**src/rtl/axi4_lite_native_bridge.sv**
```systemverilog
// AXI4-lite slave that replays each read or write as one single-beat request on a
// native valid/ready memory bus, with fair read/write arbitration and optional stall timeout.
module axi4_lite_native_bridge #(
  parameter int TIMEOUT_CYCLES = 0
) (
  input  logic        clk,
  input  logic        resetn,
  input  logic        mem_axi_awvalid,
  output logic        mem_axi_awready,
  input  logic [31:0] mem_axi_awaddr,
  input  logic [2:0]  mem_axi_awprot,
  input  logic        mem_axi_wvalid,
  output logic        mem_axi_wready,
  input  logic [31:0] mem_axi_wdata,
  input  logic [3:0]  mem_axi_wstrb,
  output logic        mem_axi_bvalid,
  input  logic        mem_axi_bready,
  input  logic        mem_axi_arvalid,
  output logic        mem_axi_arready,
  input  logic [31:0] mem_axi_araddr,
  input  logic [2:0]  mem_axi_arprot,
  output logic        mem_axi_rvalid,
  input  logic        mem_axi_rready,
  output logic [31:0] mem_axi_rdata,
  output logic        mem_valid,
  output logic        mem_instr,
  input  logic        mem_ready,
  output logic [31:0] mem_addr,
  output logic [31:0] mem_wdata,
  output logic [3:0]  mem_wstrb,
  input  logic [31:0] mem_rdata,
  output logic        timeout_err
);

  localparam int CW = (TIMEOUT_CYCLES > 1) ? $clog2(TIMEOUT_CYCLES) : 1;
  localparam logic [CW-1:0] TO_LAST = CW'((TIMEOUT_CYCLES > 0) ? TIMEOUT_CYCLES - 1 : 0);

  typedef enum logic [2:0] {IDLE, READ, WRITE, RRESP, BRESP} state_t;
  state_t state_reg, state_next;

  logic          ar_full_reg, aw_full_reg, w_full_reg;
  logic [31:0]   ar_addr_reg, aw_addr_reg, w_data_reg;
  logic          ar_instr_reg;
  logic [3:0]    w_strb_reg;
  logic          last_was_write_reg;
  logic [CW-1:0] to_cnt_reg;

  logic read_pend, write_pend, grant_read, grant_write;
  logic native_done, timed_out, timeout_hit;
  logic unused_bits;

  assign unused_bits = ^{mem_axi_awprot, mem_axi_arprot[1:0]};

  // Readys follow only the latch state; resetn gates them so they drop the instant reset asserts.
  assign mem_axi_arready = resetn && !ar_full_reg;
  assign mem_axi_awready = resetn && !aw_full_reg;
  assign mem_axi_wready  = resetn && !w_full_reg;

  assign read_pend   = ar_full_reg;
  assign write_pend  = aw_full_reg && w_full_reg;
  assign timeout_hit = (TIMEOUT_CYCLES != 0) && (to_cnt_reg == TO_LAST);

  always_ff @(posedge clk or negedge resetn) begin
    if (!resetn) state_reg <= IDLE;
    else         state_reg <= state_next;
  end

  always_comb begin
    state_next  = state_reg;
    grant_read  = 1'b0;
    grant_write = 1'b0;
    native_done = 1'b0;
    timed_out   = 1'b0;
    case (state_reg)
      IDLE: begin
        if (write_pend && (!read_pend || !last_was_write_reg)) begin
          grant_write = 1'b1;
          state_next  = WRITE;
        end else if (read_pend) begin
          grant_read = 1'b1;
          state_next = READ;
        end
      end
      READ, WRITE: begin
        // mem_ready wins over a timeout landing on the same edge.
        if (mem_ready) begin
          native_done = 1'b1;
        end else if (timeout_hit) begin
          native_done = 1'b1;
          timed_out   = 1'b1;
        end
        if (native_done) state_next = (state_reg == READ) ? RRESP : BRESP;
      end
      RRESP:   if (mem_axi_rready) state_next = IDLE;
      BRESP:   if (mem_axi_bready) state_next = IDLE;
      default: state_next = IDLE;
    endcase
  end

  always_ff @(posedge clk or negedge resetn) begin
    if (!resetn) begin
      ar_full_reg        <= 1'b0;
      aw_full_reg        <= 1'b0;
      w_full_reg         <= 1'b0;
      ar_addr_reg        <= '0;
      aw_addr_reg        <= '0;
      w_data_reg         <= '0;
      ar_instr_reg       <= 1'b0;
      w_strb_reg         <= '0;
      last_was_write_reg <= 1'b0;
      to_cnt_reg         <= '0;
      mem_valid          <= 1'b0;
      mem_instr          <= 1'b0;
      mem_addr           <= '0;
      mem_wdata          <= '0;
      mem_wstrb          <= '0;
      mem_axi_rvalid     <= 1'b0;
      mem_axi_rdata      <= '0;
      mem_axi_bvalid     <= 1'b0;
      timeout_err        <= 1'b0;
    end else begin
      if (mem_axi_arvalid && mem_axi_arready) begin
        ar_full_reg  <= 1'b1;
        ar_addr_reg  <= mem_axi_araddr;
        ar_instr_reg <= mem_axi_arprot[2];
      end else if (native_done && state_reg == READ) begin
        ar_full_reg <= 1'b0;
      end

      if (mem_axi_awvalid && mem_axi_awready) begin
        aw_full_reg <= 1'b1;
        aw_addr_reg <= mem_axi_awaddr;
      end else if (native_done && state_reg == WRITE) begin
        aw_full_reg <= 1'b0;
      end

      if (mem_axi_wvalid && mem_axi_wready) begin
        w_full_reg <= 1'b1;
        w_data_reg <= mem_axi_wdata;
        w_strb_reg <= mem_axi_wstrb;
      end else if (native_done && state_reg == WRITE) begin
        w_full_reg <= 1'b0;
      end

      if (grant_read || grant_write) begin
        mem_valid          <= 1'b1;
        mem_addr           <= grant_write ? aw_addr_reg : ar_addr_reg;
        mem_wdata          <= grant_write ? w_data_reg : 32'd0;
        mem_wstrb          <= grant_write ? w_strb_reg : 4'd0;
        mem_instr          <= grant_write ? 1'b0 : ar_instr_reg;
        last_was_write_reg <= grant_write;
        to_cnt_reg         <= '0;
      end else if (mem_valid && !mem_ready) begin
        to_cnt_reg <= to_cnt_reg + CW'(1);
      end

      if (native_done) begin
        mem_valid <= 1'b0;
        if (state_reg == READ) begin
          mem_axi_rdata  <= timed_out ? 32'd0 : mem_rdata;
          mem_axi_rvalid <= 1'b1;
        end else begin
          mem_axi_bvalid <= 1'b1;
        end
        if (timed_out) timeout_err <= 1'b1;
      end

      if (state_reg == RRESP && mem_axi_rready) mem_axi_rvalid <= 1'b0;
      if (state_reg == BRESP && mem_axi_bready) mem_axi_bvalid <= 1'b0;
    end
  end

endmodule
```
**config.mk**
```make
export PLATFORM = sky130hd
export DESIGN_NAME = axi4_lite_native_bridge
export DESIGN_NICKNAME = d
export VERILOG_FILES = /design/src/rtl/axi4_lite_native_bridge.sv
export SDC_FILE = /design/constraint.sdc
export NUM_CORES = 1
export LEC_CHECK = 0
export BUFFER_PORTS_ARGS = -buffer_cell sky130_fd_sc_hd__buf_4
export CAP_MARGIN = 10
export CORE_UTILIZATION = 50
export DETAILED_ROUTE_END_ITERATION = 6
export PLACE_DENSITY_LB_ADDON = 0.1
export SYNTH_ARGS = -nofsm -noshare
export SYNTH_HDL_FRONTEND = slang
export SYNTH_SLANG_ARGS = --single-unit
```
**constraint.sdc**
```tcl
create_clock -name clk -period 3.9 [get_ports clk]
set_input_delay 0.78 -clock clk [delete_from_list [all_inputs] [get_ports clk]]
set_output_delay 0.78 -clock clk [all_outputs]
set_load 0.05 [all_outputs]
```
# Word level (Yosys, flattened, before mapping)
# Cells that the tools add are included.
# Widths: inputs -> output; s select.
[word_totals]
rom_bits = 0
output_inout_bits = 108
n_memories = 0
register_bits = 212
in_bits = 146
latch_bits = 0
mem_bits_rw = 0
[classes]
n_div = 0
multipliers = 0
n_shift = 0
n_addsub = 0
mux = 32
n_reduce_logical = 31
n_bitwise = 0
n_eq_ne = 9
magnitude_cmp = 0
[op_table]
columns = ["cell", "n"]
rows = [
  ["$mux 32", 2],
  ["$mux 1", 22],
  ["$mux 3", 6],
  ["$reduce_bool 2->1", 7],
  ["$logic_and 1x1->1", 12],
  ["$pmux 3 s4", 1],
  ["$eq 3x2->1 const B", 2],
  ["$ne 2x2->1 const B", 3],
  ["$reduce_and 2->1", 3],
  ["$logic_not 1->1", 4],
  ["$mux 4", 1],
  ["$reduce_and 4->1", 1],
  ["$eq 3x1->1 const B", 1],
  ["$eq 3x3->1 const B", 1],
  ["$logic_not 3->1", 1],
  ["$ne 3x3->1 const B", 1],
  ["$logic_or 1x1->1", 2],
  ["$ne 2x1->1 const B", 1],
  ["$reduce_or 2->1", 1],
]

# Logic depth before layout (Yosys ltp)
[depth]
ltp_word = 8
mapped_depth = 6

# Least setup slack after synthesis
# OpenSTA, ideal clock, no wires.
[synth_timing]
kind = "input port to flip-flop"
from = "in resetn"
to = "reg w_data_reg[10]"
cell_stages = 4
required_ps = 3775
arrival_time_ps = 2460
setup_slack_ps = 1315
path_cell_list = "nor2b_1 nand2_1 buf_2 mux2_2"
[synth_between]
elab_chain_cells = 2
[synth_rtl]
columns = ["item", "line_no", "source"]
rows = [
  ["from (decl)", "7", "input logic resetn,"],
  ["$logic_and 1x1->1", "57", "assign mem_axi_wready = resetn && !w_full_reg;"],
  ["$logic_and 1x1->1", "137", "if (mem_axi_wvalid && mem_axi_wready) begin"],
  ["to (signal assigned)", "139", "w_data_reg <= mem_axi_wdata;"],
  ["to (decl)", "42", "logic [31:0] ar_addr_reg, aw_addr_reg, w_data_reg;"],
]
# No other way between the ends.
# A chain may end at the register's enable or synchronous reset.

# Worst setup path in the final report
[layout_timing]
from = "in resetn"
to = "out mem_axi_wready"
[layout_between]
elab_chain_cells = 1
[layout_rtl]
columns = ["item", "line_no", "source"]
rows = [
  ["$logic_and 1x1->1", "57", ""],
  ["to (decl)", "13", "output logic mem_axi_wready,"],
]
# No other way between the ends.

==> summary.md <==
| Metric | Value |
|---|---|
| Clock skew | around 0.018 ns |
| CP Data Required Time | around 3.1 ns |
| Syn Area/Cell | about 15 um^2 |
| Diode count | 0 |
| Vias in the first global route | between 5,000 and 6,000 |
| Initial antenna violation count | 0 |
| Crit Path Max Fanout | 38 |
| Die H | about 130 um |
| Share of layout cells above drive strength 1 | 51.8% |
| Overflow left after global routing | 0 |
| Setup TNS | 0 ns |
| Cell Area, Synth | between 0.008 and 0.009 mm^2 |
| Fmax | 421 MHz |
| Via-per-instance ratio | 5.16 |
| Fin crit period | about 2.4 ns |
| Status | completed |
| Final setup violation count | 0 |
| Buffers on Ports | 247 |
| Fin area | between 0.01 and 0.015 mm^2 |
| Seq/Total Area, Yosys | between 60% and 70% |
| Row cnt | 46 |
| Fin nets | approximately 960 |
| Clock-pin slew on the worst setup and hold paths | roughly 0.06 ns |
| Type of the worst min-delay path | in2async |
| Unique cell type count in the Yosys netlist | 26 |
| Final hold vios | 0 |
| CP Launch Type | primary input |
| Num CTS Buffers | 23 |
| H-Tree Depth | 1 |
| Clock Path Buffers | 3 |
| Net Count, Synth | roughly 700 |
| Top-level port count | between 200 and 300 |
| Final ANT Viol Nets | 0 |
| DRC Markers | 0 |
| Clk root buf | clkbuf_16 |
| Setup repair bufs after CTS | 0 |
| Most common cell after layout, fill and taps aside | buf_4 |
| Worst Path Class, Setup | in2out |
| First-pass GRT wire length | just under 30,000 um |
| Worst skew pair latency | 0.51 ns |
| GRT Total Usage | 22.4% |
| Pin count of the biggest net entering global routing | between 150 and 200 |
| R2R Setup Slk | 1.78 ns |
| Die area | between 0.015 and 0.02 mm^2 |
| Cell count after synthesis | approximately 560 |
| RSZ-0062 raised after global routing | no |
| Clock sink count | 212 |
| Placer Congestion | between 0.7 and 0.8 |
| Synth warnings | 0 |
| Drt first pass iters | 4 |
| Detailed Route WL | about 19,000 um |
| Period Utilization, post-route | just over 60% |
| CTS tree | built |
| Placed inst area | 0.0103 mm^2 |
| Most frequent cells in the layout | buf_4, dfrtp_1, mux2_2 |
| Drt first-iter violations | approximately 220 |
| Max_cap viols | 0 |
| Peak supply drop | just under 600 uV |
| Synth Register Bits | 212 |
| CP endpoint kind | output port |
| Die X | 130 um |
| Relative slew slack | roughly 28% |
| Core ar. | 0.0159 mm^2 |
| Slew @ Worst Pin | 1.07 ns |
| CP Data Arrival Time | 1.59 ns |
| Static leakage | approximately 5.4 nW |
| Routed via count | ~5,400 |
| Power density cells | 1030 mW/mm^2 |
| Hold_buf cts | 0 |
| Initial core utilization | between 50% and 60% |
| Slew Limit Fails | 0 |
| Area delta synth->final | 33.8% |
| DP HPWL | roughly 12,000 um |
| Post-CTS Resized | 0 |
| Routed len/inst | approximately 18 um |
## critical path, cell delays in order
cell and delay (ns):
clkbuf_8 0.30, nor2b_1 0.25, buf_4 0.23
## logic make-up (layout without fill, tap and decap cells)
family,count (synthesis),in the layout,share of synthesized area [%]
compound gates,84,84,6.91
buf+inv,36,296,2.56
flops,212,212,64.5
mux,167,167,22.4
other cells,1,1,0.0456
simple gates,64,64,3.61
## per-stage QoR
step                      hold slack, ns  total power, mW  util, %  std cells  setup slack [ns]
final                              0.197             11.3     69.0       1040              1.53
after global routing               0.202             11.9     69.0       1040              1.43
after CTS                          0.192             11.4     69.0       1040              1.50
after detailed placement           0.466             9.22     64.3       1000              1.16
after global placement             0.459             9.02     64.3       1000              1.24
after floorplan                    0.450             7.66        -        564              1.32
## final timing paths
kind	start	endpoint	cells after the start
worst max-delay path	resetn	mem_axi_wready	3
worst min-delay path	resetn	ar_full_reg$_DFFE_PN0P_	1
worst max register to register	state_reg[1]$_DFFE_PN0P_	mem_addr[23]$_DFFE_PN0P_	3
worst min register to register	w_data_reg[9]$_DFFE_PN0P_	mem_wdata[9]$_DFFE_PN0P_	1
max in group asynchronous	resetn	mem_addr[11]$_DFFE_PN0P_	2
min in group clk	w_data_reg[9]$_DFFE_PN0P_	mem_wdata[9]$_DFFE_PN0P_	1
## layer usage
layer,vias up,GRT usage (%),share of wire (%)
li1,2484,-,-
met1,2690,26.7,39
met2,172,39.5,50
met3,24,6.40,8.6
met4,0,6.09,1.8
met5,-,0,0
## Yosys cell counts, drive strengths merged
| library cell | count | area share [%] |
|---|---|---|
| a22o | 37 | 3.9 |
| o21ai | 36 | 2.2 |
| or3b | 1 | 0.11 |
| inv | 3 | 0.14 |
| mux2i | 33 | 4.0 |
| a21o | 1 | 0.091 |
| a21oi | 7 | 0.43 |
| nor2 | 5 | 0.26 |
| o31ai | 1 | 0.091 |
| buf | 29 | 2.2 |
| or2 | 1 | 0.11 |
| a211oi | 1 | 0.091 |
| nor2b | 5 | 0.38 |
| nand2 | 46 | 2.1 |
| a31oi | 1 | 0.076 |
| clkbuf | 4 | 0.18 |
| or3 | 1 | 0.14 |
| dfrtp | 212 | 65 |
| mux2 | 134 | 18 |
| conb | 1 | 0.046 |
| nand3 | 2 | 0.12 |
| nor4b | 3 | 0.40 |
## power breakdown
group | switching, mW | total, mW | internal, mW
sequential | 0.642 | 3.97 | 3.33
combinational | 3.23 | 5.19 | 1.95
clock | 0.835 | 2.16 | 1.32
## final cells by class
cell class                 instances  area [um^2]
inverter                           3         11.3
timing repair buffer             253         1940
sequential                       212         5310
clock buffer                      32          629
tap                              216          270
multi-input combinational        316         2720
clock inverter                     8          121
fill                            1158         4940
Power figures use the tool's default switching activity.
